`src/rtl/add_sub_pkg.sv`:
```
// Shared types and command encodings for the add/sub counter and its decoder.
package add_sub_pkg;

    typedef enum logic [1:0] {
        S_SYNC,
        S_FIRST,
        S_TRACK
    } state_t;

    typedef enum logic [1:0] {
        STEP_HOLD,
        STEP_UP,
        STEP_DOWN,
        STEP_ILLEGAL
    } step_t;

    localparam logic ADD = 1'b0;
    localparam logic SUB = 1'b1;

    // Command that produces a given legal step; only meaningful for UP/DOWN.
    function automatic logic step_to_cmd(input step_t step);
        return (step == STEP_DOWN) ? SUB : ADD;
    endfunction

endpackage

```
`src/rtl/add_sub_step_classifier.sv`:
```
// Classifies the transition prev -> value of a modulo-2^WIDTH counter.
module add_sub_step_classifier
    import add_sub_pkg::*;
#(
    parameter int unsigned WIDTH = 4
) (
    input  logic [WIDTH-1:0] prev_i,
    input  logic [WIDTH-1:0] value_i,
    output step_t            step_o
);

    logic [WIDTH-1:0] delta;

    always_comb begin
        delta  = value_i - prev_i;
        step_o = STEP_ILLEGAL;
        // UP is tested before DOWN so a 1-bit counter (where +1 == -1) reads as UP.
        if (delta == '0) begin
            step_o = STEP_HOLD;
        end else if (delta == WIDTH'(1)) begin
            step_o = STEP_UP;
        end else if (delta == '1) begin
            step_o = STEP_DOWN;
        end
    end

endmodule

```
`src/rtl/add_sub_decoder.sv`:
```
// Recovers add/subtract commands from an observed counter value stream and
// reports direction changes, run length and illegal steps.
module add_sub_decoder
    import add_sub_pkg::*;
#(
    parameter int unsigned WIDTH = 4,
    parameter int unsigned RUN_W = 8,
    parameter int unsigned ERR_W = 8
) (
    input  logic             clk_i,
    input  logic             reset_i,
    input  logic             sample_i,
    input  logic [WIDTH-1:0] value_i,
    output logic             valid_o,
    output logic             addsub_o,
    output logic             dir_change_o,
    output logic [RUN_W-1:0] run_len_o,
    output logic             err_o,
    output logic [ERR_W-1:0] err_cnt_o
);

    state_t           state_q;
    logic [WIDTH-1:0] prev_q;
    logic             valid_q;
    logic             addsub_q;
    logic             dir_change_q;
    logic [RUN_W-1:0] run_len_q;
    logic             err_q;
    logic [ERR_W-1:0] err_cnt_q;

    step_t            step;
    logic             step_cmd_d;
    logic [RUN_W-1:0] run_len_inc_d;
    logic [ERR_W-1:0] err_cnt_inc_d;

    add_sub_step_classifier #(
        .WIDTH (WIDTH)
    ) u_classifier (
        .prev_i  (prev_q),
        .value_i (value_i),
        .step_o  (step)
    );

    always_comb begin
        step_cmd_d    = step_to_cmd(step);
        run_len_inc_d = (run_len_q == '1) ? run_len_q : run_len_q + RUN_W'(1);
        err_cnt_inc_d = (err_cnt_q == '1) ? err_cnt_q : err_cnt_q + ERR_W'(1);
    end

    always_ff @(posedge clk_i) begin
        if (reset_i) begin
            state_q      <= S_SYNC;
            prev_q       <= '0;
            valid_q      <= 1'b0;
            addsub_q     <= ADD;
            dir_change_q <= 1'b0;
            run_len_q    <= '0;
            err_q        <= 1'b0;
            err_cnt_q    <= '0;
        end else begin
            valid_q      <= 1'b0;
            dir_change_q <= 1'b0;
            err_q        <= 1'b0;
            if (sample_i) begin
                prev_q <= value_i;
                unique case (state_q)
                    S_SYNC: begin
                        state_q <= S_FIRST;
                    end
                    S_FIRST: begin
                        unique case (step)
                            STEP_UP, STEP_DOWN: begin
                                valid_q   <= 1'b1;
                                addsub_q  <= step_cmd_d;
                                run_len_q <= RUN_W'(1);
                                state_q   <= S_TRACK;
                            end
                            STEP_ILLEGAL: begin
                                err_q     <= 1'b1;
                                err_cnt_q <= err_cnt_inc_d;
                                run_len_q <= '0;
                                state_q   <= S_SYNC;
                            end
                            default: ;
                        endcase
                    end
                    S_TRACK: begin
                        unique case (step)
                            STEP_UP, STEP_DOWN: begin
                                valid_q <= 1'b1;
                                if (step_cmd_d == addsub_q) begin
                                    run_len_q <= run_len_inc_d;
                                end else begin
                                    dir_change_q <= 1'b1;
                                    addsub_q     <= step_cmd_d;
                                    run_len_q    <= RUN_W'(1);
                                end
                            end
                            STEP_ILLEGAL: begin
                                err_q     <= 1'b1;
                                err_cnt_q <= err_cnt_inc_d;
                                run_len_q <= '0;
                                state_q   <= S_SYNC;
                            end
                            default: ;
                        endcase
                    end
                    default: begin
                        state_q <= S_SYNC;
                    end
                endcase
            end
        end
    end

    assign valid_o      = valid_q;
    assign addsub_o     = addsub_q;
    assign dir_change_o = dir_change_q;
    assign run_len_o    = run_len_q;
    assign err_o        = err_q;
    assign err_cnt_o    = err_cnt_q;

endmodule

```
`config.mk`:
```
export PLATFORM = sky130hd
export DESIGN_NAME = add_sub_decoder
export DESIGN_NICKNAME = d
export VERILOG_FILES = /design/src/rtl/add_sub_pkg.sv /design/src/rtl/add_sub_step_classifier.sv /design/src/rtl/add_sub_decoder.sv
export SDC_FILE = /design/constraint.sdc
export NUM_CORES = 1
export LEC_CHECK = 0
export ABC_CLOCK_PERIOD_IN_PS = 4410
export CORE_MARGIN = 2
export CORE_UTILIZATION = 25
export CTS_CLUSTER_DIAMETER = 30
export CTS_CLUSTER_SIZE = 25
export DETAILED_ROUTE_END_ITERATION = 8
export GPL_ROUTABILITY_DRIVEN = 0
export PLACE_DENSITY = 0.54
export SLEW_MARGIN = 20
export SYNTH_ARGS = -nofsm -noshare
export SYNTH_HDL_FRONTEND = slang
export SYNTH_SLANG_ARGS = --single-unit
```
`constraint.sdc`:
```
create_clock -name clk_i -period 4.41 [get_ports clk_i]
set_input_delay 1.323 -clock clk_i [delete_from_list [all_inputs] [get_ports clk_i]]
set_output_delay 1.323 -clock clk_i [all_outputs]
set_load 0.02 [all_outputs]
```
==> results by group <==
CTS
  • Clock-pin slew on the worst setup and hold paths: approximately 100 ps
  • Hold buffers post-CTS: 0
  • H-tree depth: 1
  • Clock Tree Root: clkbuf_8
  • TritonCTS clock tree: built
  • Clock sink count: 26
  • Max clock buf depth: 2
  • Inserted Clock Buffers: 3
  • Clock Latency Late Sink: 280 ps

Critical path
  • Worst EP required: 4590 ps
  • Register-to-register setup slack: 1360 ps
  • Worst setup SP type: primary input
  • Worst Path Arrival: 4470 ps
  • Setup CP Type: in2reg
  • Crit path max fanout: 7
  • Crit end category: register

Floorplanning
  • IO Pins: 27
  • Core Area: 0.00589 sq mm
  • Starting Density: 25.8%
  • Die Y: between 80 and 90 microns
  • DIE AREA: 0.00672 sq mm
  • Die Wd: 82.0 microns
  • FP Rows: 28

Final layout
  • Most frequent cells in the layout: dfxtp_1, clkdlybuf4s50_1, nor2_1
  • Antenna Cells: 0
  • Commonest non-fill, non-tap cell in the layout: dfxtp_1
  • Layout area overhead: 34.8%
  • Non-filler instance count after layout: between 200 and 300
  • Nets: about 230
  • Share of cells above drive strength 1: 16.6%

Yosys
  • Mapped cell area: 0.00152 sq mm
  • Post-synthesis mux area share: 5.35%
  • Async S/R FF share, synth: 0%
  • Synth Area in Compound Gates: 15.6%
  • Largest family of logic cells by synthesized area: simple AND/OR/NAND/NOR gates
  • Primary FF master, synth: dfxtp_1
  • Post-Synth XOR/XNOR Area: 7.00%
  • #FFs+latches synth: 26
  • Number of flops mapped to enable cells by yosys: 0
  • Synth cell types: 42
  • Mapped Cells: 167
  • Syn nets: roughly 190
  • Ys Warns: 0
  • Syn_area_per_cell: 9.10 sq um
  • Adder-cell share of the synthesized area: between 10% and 20%
  • Register area share after synthesis: 34.2%
  • Post-synthesis simple-gate area fraction: roughly 23%

Drt
  • DRC errors left: 0
  • Pre-antenna DRT Iters: 4
  • WL per Instance: ~11 microns
  • Total number of vias: 1300
  • First DRT Iteration DRCs: 41
  • WL final: 3180 microns
  • Antenna-violating nets left: 0
  • Vias/cell: 4.64

Place
  • Port Buffers: 26
  • Post-Place Worst Slack: -165 ps
  • Post-DP HPWL: 2310 microns
  • Placed cells: 275

STA
  • Tmin final: 4290 ps
  • Final Hold Vio Count: 0
  • Final hold slack: 493 ps
  • Fin crit share: between 90% and 100%
  • Final setup vio count: 0
  • Relative slew slack: 63.1%
  • Max-slew violations: 0
  • Clk_skew: 5.97 ps
  • Worst Tran Pin Value: between 500 and 600 ps
  • Final WS setup: 119 ps
  • Fmax: 233 MHz

Global routing
  • Initial antenna violation count: 0
  • Largest net degree at the start of global routing: 30
  • Total GRT Usage: 10.0%
  • Congestion Overflow GR: 0
  • Global-route wire length before repair: 5370 microns
  • Vias in the first global route: 1183

Power and ir drop
  • Design Power: 569 uW
  • Max VDD drop: 0.114 mV
  • Power per cell area: 277 mW/mm^2
  • Leak Pwr: 0.801 nW

Run status
  • Status: completed

Job
  • MaxCap Viol Count: 0

Worst hold path
  • HP Class: reg2reg
## kinds of logic (layout without fill, tap and decap cells)
| group | Yosys count | in the layout |
|---|---|---|
| xor+xnor | 10 | 10 |
| fa+ha+maj | 12 | 12 |
| buf+inv | 15 | 53 |
| mux | 8 | 8 |
| compound gates | 28 | 28 |
| simple gates | 68 | 68 |
| flops | 26 | 26 |
## worst max-delay path, stage by stage
cell and delay [ps]:
clkdlybuf4s50_1 470, inv_1 50, ha_2 190, fa_1 430, xor2_1 180, or3_4 370
mux2_4 290, ha_4 270, and4_1 190, nand3_1 120, o21a_4 280, a211o_1 270
o41ai_2 50
## per-stage QoR
step / area [sq um] / TNS (ps) / utilization, %
final: 2050 / 0 / 34.8
after global routing: 2050 / -15.7 / 34.8
after global placement: 1950 / -480 / 33.1
after CTS: 2020 / 0 / 34.3
after detailed placement: 1950 / -850 / 33.1
after floorplan: 1520 / 0 / -
## flip-flops by register name, summed over array words and instances (netlist names)
| signal | count |
|---|---|
| err_cnt_o | 8 |
| err_o | 1 |
| dir_change_o | 1 |
| addsub_o | 1 |
| valid_o | 1 |
| prev_q | 4 |
| state_q | 2 |
| run_len_o | 8 |
## area by class of cell
type / instances / area (sq um)
fill: 615 / 3840
tap: 75 / 93.8
timing repair buffer: 39 / 365
clock buffer: 3 / 41.3
inverter: 10 / 37.5
clock inverter: 1 / 30.0
multi-input combinational: 126 / 961
sequential: 26 / 520
## cell usage after synthesis (2+ instances only)
master    instances  share of area (%)
mux2i_1           7                4.6
ha_1             11                9.1
inv_1            10                2.5
nand4_1           2               0.82
nor2_1           24                5.9
and3_1            4                1.6
o21ai_1           4                1.3
nor3_1            2               0.66
nand3_1          11                3.6
or3_1             3                1.2
xor2_1            4                2.3
xnor2_1           5                2.9
nand2_1          10                2.5
o211ai_1          2               0.99
clkbuf_1          3               0.74
a31oi_1           2               0.82
o41ai_2           2                2.1
nand4b_1          3                1.7
a21oi_1           8                2.6
dfxtp_1          26                 34
nor2b_1           3                1.2
## what timing repair did
action	4_1_cts	5_1_grt
hold endpoints to repair	0	0
resized for setup	0	6
endpoints found under the setup margin	0	1
setup buffers	0	1
## final timing paths
path / start / to / cells after the start
setup / recovery: value_i[0] / run_len_o[6]$_SDFFE_PP0P_ / 13
hold / removal: state_q[0]$_SDFFE_PP0P_ / state_q[0]$_SDFFE_PP0P_ / 2
setup reg to reg: prev_q[0]$_SDFFE_PP0P_ / run_len_o[6]$_SDFFE_PP0P_ / 11
hold reg to reg: state_q[0]$_SDFFE_PP0P_ / state_q[0]$_SDFFE_PP0P_ / 2
## routing by layer
metal | global-route usage (%) | part of all wire, % | wire [microns]
met5 | 0 | 0 | 0
met1 | 13.3 | 49 | 1560
met2 | 16.6 | 46 | 1450
met4 | 2.67 | 1.0 | 32
met3 | 1.87 | 4.0 | 128
## power breakdown
group / switching, mW / leakage (nW) / total, mW / internal [mW]
registers: 0.00446 / 0.211 / 0.245 / 0.240
clock network: 0.0836 / 0.0357 / 0.205 / 0.122
logic: 0.0568 / 0.555 / 0.119 / 0.0619
No activity file was read; power rests on OpenSTA's default activity.
